--- config.mk ---
export PLATFORM = sky130hd
export DESIGN_NAME = condlogic
export DESIGN_NICKNAME = d
export VERILOG_FILES = /design/src/rtl/condlogic.sv
export SDC_FILE = /design/constraint.sdc
export NUM_CORES = 1
export LEC_CHECK = 0
export ABC_AREA = 1
export BUFFER_PORTS_ARGS = -buffer_cell sky130_fd_sc_hd__buf_2
export CAP_MARGIN = 20
export CORE_AREA = 2 2 39 41
export CTS_BUF_LIST = sky130_fd_sc_hd__clkbuf_8
export DETAILED_ROUTE_END_ITERATION = 16
export DIE_AREA = 0 0 41 43
export PLACE_DENSITY = 0.69
export SLEW_MARGIN = 10
export SYNTH_ARGS = -nofsm -noshare
export SYNTH_HDL_FRONTEND = slang
export SYNTH_SLANG_ARGS = --single-unit
--- constraint.sdc ---
create_clock -name clk -period 0.9 [get_ports clk]
set_input_delay 0.09 -clock clk [delete_from_list [all_inputs] [get_ports clk]]
set_output_delay 0.09 -clock clk [all_outputs]
set_load 0.02 [all_outputs]
--- src/rtl/condlogic.sv ---
// Conditional-execution unit: NZCV flag register, condition evaluation,
// and gating of architectural write enables by the registered result.
module condlogic (
   input  logic       clk,
   input  logic       reset,
   input  logic [3:0] Cond,
   input  logic [3:0] ALUFlags,
   input  logic       CondLoad,
   input  logic [1:0] FlagW,
   input  logic       PCS,
   input  logic       NextPC,
   input  logic       RegW,
   input  logic       MemW,
   output logic       PCWrite,
   output logic       RegWrite,
   output logic       MemWrite,
   output logic [3:0] Flags,
   output logic       CondExReg
);

   logic [3:0] flags_q, flags_d;
   logic       condex_q, condex_d;
   logic [1:0] flag_we;
   logic       cond_ex;
   logic       n, z, c, v;

   assign n = flags_q[3];
   assign z = flags_q[2];
   assign c = flags_q[1];
   assign v = flags_q[0];

   // Evaluated on the registered flags only; no ALUFlags bypass
   always_comb begin
      cond_ex = 1'b1;
      unique case (Cond)
         4'b0000: cond_ex = z;
         4'b0001: cond_ex = ~z;
         4'b0010: cond_ex = c;
         4'b0011: cond_ex = ~c;
         4'b0100: cond_ex = n;
         4'b0101: cond_ex = ~n;
         4'b0110: cond_ex = v;
         4'b0111: cond_ex = ~v;
         4'b1000: cond_ex = c & ~z;
         4'b1001: cond_ex = ~c | z;
         4'b1010: cond_ex = (n == v);
         4'b1011: cond_ex = (n != v);
         4'b1100: cond_ex = ~z & (n == v);
         4'b1101: cond_ex = z | (n != v);
         4'b1110: cond_ex = 1'b1;
         4'b1111: cond_ex = 1'b1;
      endcase
   end

   assign flag_we = FlagW & {2{condex_q}};

   always_comb begin
      flags_d  = flags_q;
      condex_d = condex_q;
      if (flag_we[1]) flags_d[3:2] = ALUFlags[3:2];
      if (flag_we[0]) flags_d[1:0] = ALUFlags[1:0];
      if (CondLoad)   condex_d     = cond_ex;
   end

   always_ff @(posedge clk) begin
      if (reset) begin
         flags_q  <= 4'b0000;
         condex_q <= 1'b0;
      end else begin
         flags_q  <= flags_d;
         condex_q <= condex_d;
      end
   end

   assign RegWrite  = ~reset & RegW & condex_q;
   assign MemWrite  = ~reset & MemW & condex_q;
   assign PCWrite   = ~reset & (NextPC | (PCS & condex_q));
   assign Flags     = flags_q;
   assign CondExReg = condex_q;

endmodule
==> flow_summary.html <==
<table>
<tr><th>Metric</th><th>Value</th></tr>
<tr><th colspan="2">Critical path</th></tr>
<tr><td>Critical path capture point type</td><td>register</td></tr>
<tr><td>Worst R2R End</td><td>CondExReg</td></tr>
<tr><td>Crit Reg-Reg Startpoint</td><td>Flags[1]</td></tr>
<tr><td>Worst setup path class</td><td>reg -&gt; reg</td></tr>
<tr><td>Standard cell with the maximum stage delay on the critical path</td><td>sky130_fd_sc_hd__dfxtp_4</td></tr>
<tr><td>Cells along the critical path</td><td>inv_2 &gt; a21oi_2 &gt; buf_4 &gt; nand3_1 &gt; nand2_1 &gt; nor2_1 &gt; nand2_1 &gt; nand2_1 &gt; nand2_1</td></tr>
<tr><td>Crit path buffers/inverters</td><td>2</td></tr>
<tr><td>Crit path top cell by count</td><td>sky130_fd_sc_hd__nand2_1</td></tr>
<tr><td>Startpoint of the worst setup timing path</td><td>Flags[1]</td></tr>
<tr><td>Maximum fanout encountered on the critical timing path</td><td>3</td></tr>
<tr><td>Minimum setup slack among reg-to-reg paths</td><td>-0.17 ns</td></tr>
<tr><td>Startpoint class of the critical path</td><td>register</td></tr>
<tr><td>Required time of the critical path</td><td>1.02 ns</td></tr>
<tr><td>Top cell family by delay on the critical path</td><td>simple AND/OR/NAND/NOR gates</td></tr>
<tr><td>Worst R2R Path Depth</td><td>9</td></tr>
<tr><td>Crit-path max cell delay</td><td>0.33 ns</td></tr>
<tr><td>Arrival @ worst endpoint</td><td>1.19 ns</td></tr>
<tr><th colspan="2">Finish</th></tr>
<tr><td>Fraction of layout instances using a drive strength above 1</td><td>0.548</td></tr>
<tr><td>Ant. Diodes</td><td>0</td></tr>
<tr><td>Number of filler cells placed in the layout</td><td>~130</td></tr>
<tr><td>Commonest non-fill, non-tap cells in the layout</td><td>20 x sky130_fd_sc_hd__nand2_1, 19 x sky130_fd_sc_hd__buf_2, 9 x sky130_fd_sc_hd__buf_4, 8 x sky130_fd_sc_hd__inv_1</td></tr>
<tr><td>Area grow syn2layout</td><td>83.2%</td></tr>
<tr><td>Post-layout instance area</td><td>805 um^2</td></tr>
<tr><td>Nets@finish</td><td>133</td></tr>
<tr><td>Most common cell after layout, fill and taps aside</td><td>sky130_fd_sc_hd__nand2_1</td></tr>
<tr><th colspan="2">CTS</th></tr>
<tr><td>Clock transition at the registers of the reported paths</td><td>0.03 ns</td></tr>
<tr><td>Maximum level of the CTS H-tree</td><td>1</td></tr>
<tr><td>CTS Buffer Depth</td><td>2</td></tr>
<tr><td>Insertion delay to the later sink of the worst-skew pair</td><td>about 0.23 ns</td></tr>
<tr><td>Number of buffers inserted during clock tree synthesis</td><td>3</td></tr>
<tr><td>Clock tree from TritonCTS</td><td>built</td></tr>
<tr><td>Root buffer cell</td><td>sky130_fd_sc_hd__clkbuf_8</td></tr>
<tr><td>CTS sink cnt</td><td>5</td></tr>
<tr><th colspan="2">Route</th></tr>
<tr><td>Top Metal Used</td><td>met4</td></tr>
<tr><td>Vias/cell</td><td>4.55</td></tr>
<tr><td>Total wire length after detailed routing</td><td>about 1300 um</td></tr>
<tr><td>DRC marker count from the first detailed-route iteration</td><td>6</td></tr>
<tr><td>Vias</td><td>596</td></tr>
<tr><td>Post-route ant nets</td><td>0</td></tr>
<tr><td>Routed wire length on met2</td><td>about 630 um</td></tr>
<tr><td>Routed length on met1</td><td>543 um</td></tr>
<tr><td>Routed wire per std cell</td><td>~9.8 um</td></tr>
<tr><td>Amount of wire on met3 after detailed routing</td><td>approximately 87 um</td></tr>
<tr><td>Drt drc</td><td>0</td></tr>
<tr><td>Detailed-routing iteration count for the pre-antenna-repair pass</td><td>4</td></tr>
<tr><th colspan="2">STA</th></tr>
<tr><td>Final critical-path required period</td><td>1.07 ns</td></tr>
<tr><td>Worst path setup slack after routing</td><td>-0.166 ns</td></tr>
<tr><td>Upper clock frequency limit</td><td>938 MHz</td></tr>
<tr><td>Final Max Slew Viols</td><td>0</td></tr>
<tr><td>Final period utilization</td><td>1.18</td></tr>
<tr><td>Total setup violations reported at the end of the flow</td><td>5</td></tr>
<tr><td>Relative max-transition margin</td><td>0.844</td></tr>
<tr><td>Number of hold violations in the final report</td><td>0</td></tr>
<tr><td>Slew at the pin with the worst max-slew slack</td><td>0.232 ns</td></tr>
<tr><td>Worst Clk Skew</td><td>0.000974 ns</td></tr>
<tr><td>Setup repair after global routing missed its margin</td><td>true</td></tr>
<tr><th colspan="2">Pwr</th></tr>
<tr><td>Cell Pwr Density</td><td>between 1000 and 1500 nW/um^2</td></tr>
<tr><td>Leak Pwr</td><td>0.419 nW</td></tr>
<tr><td>Max IR drop VDD</td><td>approximately 800 uV</td></tr>
<tr><th colspan="2">Global routing</th></tr>
<tr><td>Final global-route overflow total</td><td>0</td></tr>
<tr><td>Via count of the first global-routing pass</td><td>550</td></tr>
<tr><td>Global-route wire length before repair</td><td>2030 um</td></tr>
<tr><td>Pin count of the biggest net entering global routing</td><td>9</td></tr>
<tr><td>Global-route usage over all layers</td><td>0.169</td></tr>
<tr><td>Number of antenna violations at the first check in global routing</td><td>0</td></tr>
<tr><th colspan="2">Logic synthesis</th></tr>
<tr><td>Seq cells post-synth</td><td>5</td></tr>
<tr><td>Syn Std Cell Area</td><td>439 um^2</td></tr>
<tr><td>Syn nets</td><td>95</td></tr>
<tr><td>Unique masters post-synth</td><td>18</td></tr>
<tr><td>Avg Synthesized Cell Area</td><td>5.63 um^2</td></tr>
<tr><td>Count of mapped cells out of synthesis</td><td>78</td></tr>
<tr><td>Yosys warning count</td><td>0</td></tr>
<tr><td>Sequential area share after synthesis</td><td>0.228</td></tr>
<tr><th colspan="2">Placed design</th></tr>
<tr><td>Worst slack at placement</td><td>-0.145 ns</td></tr>
<tr><td>Cell Area, Placed</td><td>667 um^2</td></tr>
<tr><td>Final estimated routing congestion in global placement</td><td>slightly below 0.8</td></tr>
<tr><td>Sum of net half-perimeters after detailed placement</td><td>just under 1000 um</td></tr>
<tr><td>IO Port Bufs</td><td>24</td></tr>
<tr><th colspan="2">Floorplanning</th></tr>
<tr><td>Top-level port count</td><td>25</td></tr>
<tr><td>Number of placement rows</td><td>14</td></tr>
<tr><td>Initial cell density of the core</td><td>0.317</td></tr>
<tr><td>Die Footprint</td><td>1760 um^2</td></tr>
<tr><td>Die W</td><td>a little over 40 um</td></tr>
<tr><td>Placeable core area</td><td>about 1400 um^2</td></tr>
<tr><td>Die Ht</td><td>43 um</td></tr>
<tr><th colspan="2">Min path</th></tr>
<tr><td>Hold Crit Endpoint</td><td>CondExReg</td></tr>
<tr><td>Worst hold stages</td><td>3</td></tr>
<tr><td>Min-Delay Path Class</td><td>in -&gt; reg</td></tr>
<tr><td>Worst Hold Launch</td><td>CondLoad</td></tr>
<tr><th colspan="2">Flow run</th></tr>
<tr><td>Number of maximum-capacitance violations</td><td>0</td></tr>
<tr><th colspan="2">Status</th></tr>
<tr><td>Run status</td><td>finished, violations left</td></tr>
<tr><td>Violations in the final reports</td><td>setup timing</td></tr>
</table>
[cell families (layout without fill, tap and decap cells)]
group | count (synthesis) | in the layout | share of synthesized area
buf+inv | 13 | 50 | 0.120
flops | 5 | 5 | 0.228
compound gates | 14 | 14 | 0.179
simple gates | 46 | 46 | 0.473
[report_power, final]
group	internal, W	switching, W	total [W]
registers	0.000236	0.0000236	0.000260
logic	0.000144	0.000160	0.000305
clock network	0.000293	0.000119	0.000412
[state kept, by name (all words and copies together), names as in the netlist]
name and count:
CondExReg 1, Flags 4
[area by class of cell]
class	instances	area (um^2)	area share
Clock buffer	3	41.3	0.0513
Clock inverter	1	3.75	0.00467
Inverter	12	50.0	0.0622
Multi-Input combinational cell	60	343	0.426
Sequential cell	5	116	0.145
Tap cell	16	20.0	0.0249
Timing Repair Buffer	34	230	0.286
[synthesized netlist by cell type]
master                     count  share of area
sky130_fd_sc_hd__nor3_1        2          0.023
sky130_fd_sc_hd__nand3b_4      1          0.046
sky130_fd_sc_hd__buf_4         1          0.017
sky130_fd_sc_hd__o21bai_1      1          0.017
sky130_fd_sc_hd__nor2_2        2          0.028
sky130_fd_sc_hd__inv_2         2          0.017
sky130_fd_sc_hd__inv_1        10          0.085
sky130_fd_sc_hd__o211ai_1      1          0.017
sky130_fd_sc_hd__dfxtp_1       5           0.23
sky130_fd_sc_hd__o21ai_0       4          0.046
sky130_fd_sc_hd__a21oi_2       1          0.020
sky130_fd_sc_hd__nand3_1       5          0.057
sky130_fd_sc_hd__o21ai_1       1          0.011
sky130_fd_sc_hd__or2_2         1          0.014
sky130_fd_sc_hd__nand2_1      25           0.21
sky130_fd_sc_hd__nand2_2       1          0.014
sky130_fd_sc_hd__nor2_1        9          0.077
sky130_fd_sc_hd__a21oi_1       6          0.068
[worst register-to-register path, cell delays in order, from the launching register on]
cell                      delay [ns]
sky130_fd_sc_hd__dfxtp_4        0.33
sky130_fd_sc_hd__inv_2          0.07
sky130_fd_sc_hd__a21oi_2        0.06
sky130_fd_sc_hd__buf_4          0.13
sky130_fd_sc_hd__nand3_1        0.08
sky130_fd_sc_hd__nand2_1        0.06
sky130_fd_sc_hd__nor2_1         0.08
sky130_fd_sc_hd__nand2_1        0.06
sky130_fd_sc_hd__nand2_1        0.05
sky130_fd_sc_hd__nand2_1        0.04
[how the worst max path moves through the flow]
stage,slack [ns],to,depth (start not counted)
after detailed placement,-0.14,CondExReg,10
after floorplan,-0.11,CondExReg,9
after global routing,-0.28,CondExReg,9
final,-0.17,CondExReg,9
after CTS,-0.12,CondExReg,10
after global placement,-0.11,CondExReg,10
[metal layers]
layer,up-vias,global-route usage
li1,319,-
met1,250,0.223
met2,25,0.253
met3,2,0.0314
met4,0,0.0800
met5,-,0
[repair_timing]
action / in CTS / in global routing
setup endpoints to repair: 8 / 8
pin swaps: 4 / 5
hold buffers: 0 / 0
setup buffers: 1 / 1
gates resized for setup: 16 / 8
[stage by stage]
step / hold WS [ns] / total power (W) / instances / TNS (ns) / util
floorplan: 0.228 / 0.000405 / 78 / -0.189 / -
CTS: 0.115 / 0.000964 / 130 / -0.417 / 0.556
detailed placement: 0.367 / 0.000513 / 125 / -0.145 / 0.482
finish: 0.115 / 0.000977 / 131 / -0.456 / 0.581
global route: 0.131 / 0.00103 / 131 / -0.726 / 0.581
global placement: 0.359 / 0.000509 / 125 / -0.113 / 0.482
Power figures use the tool's default switching activity.
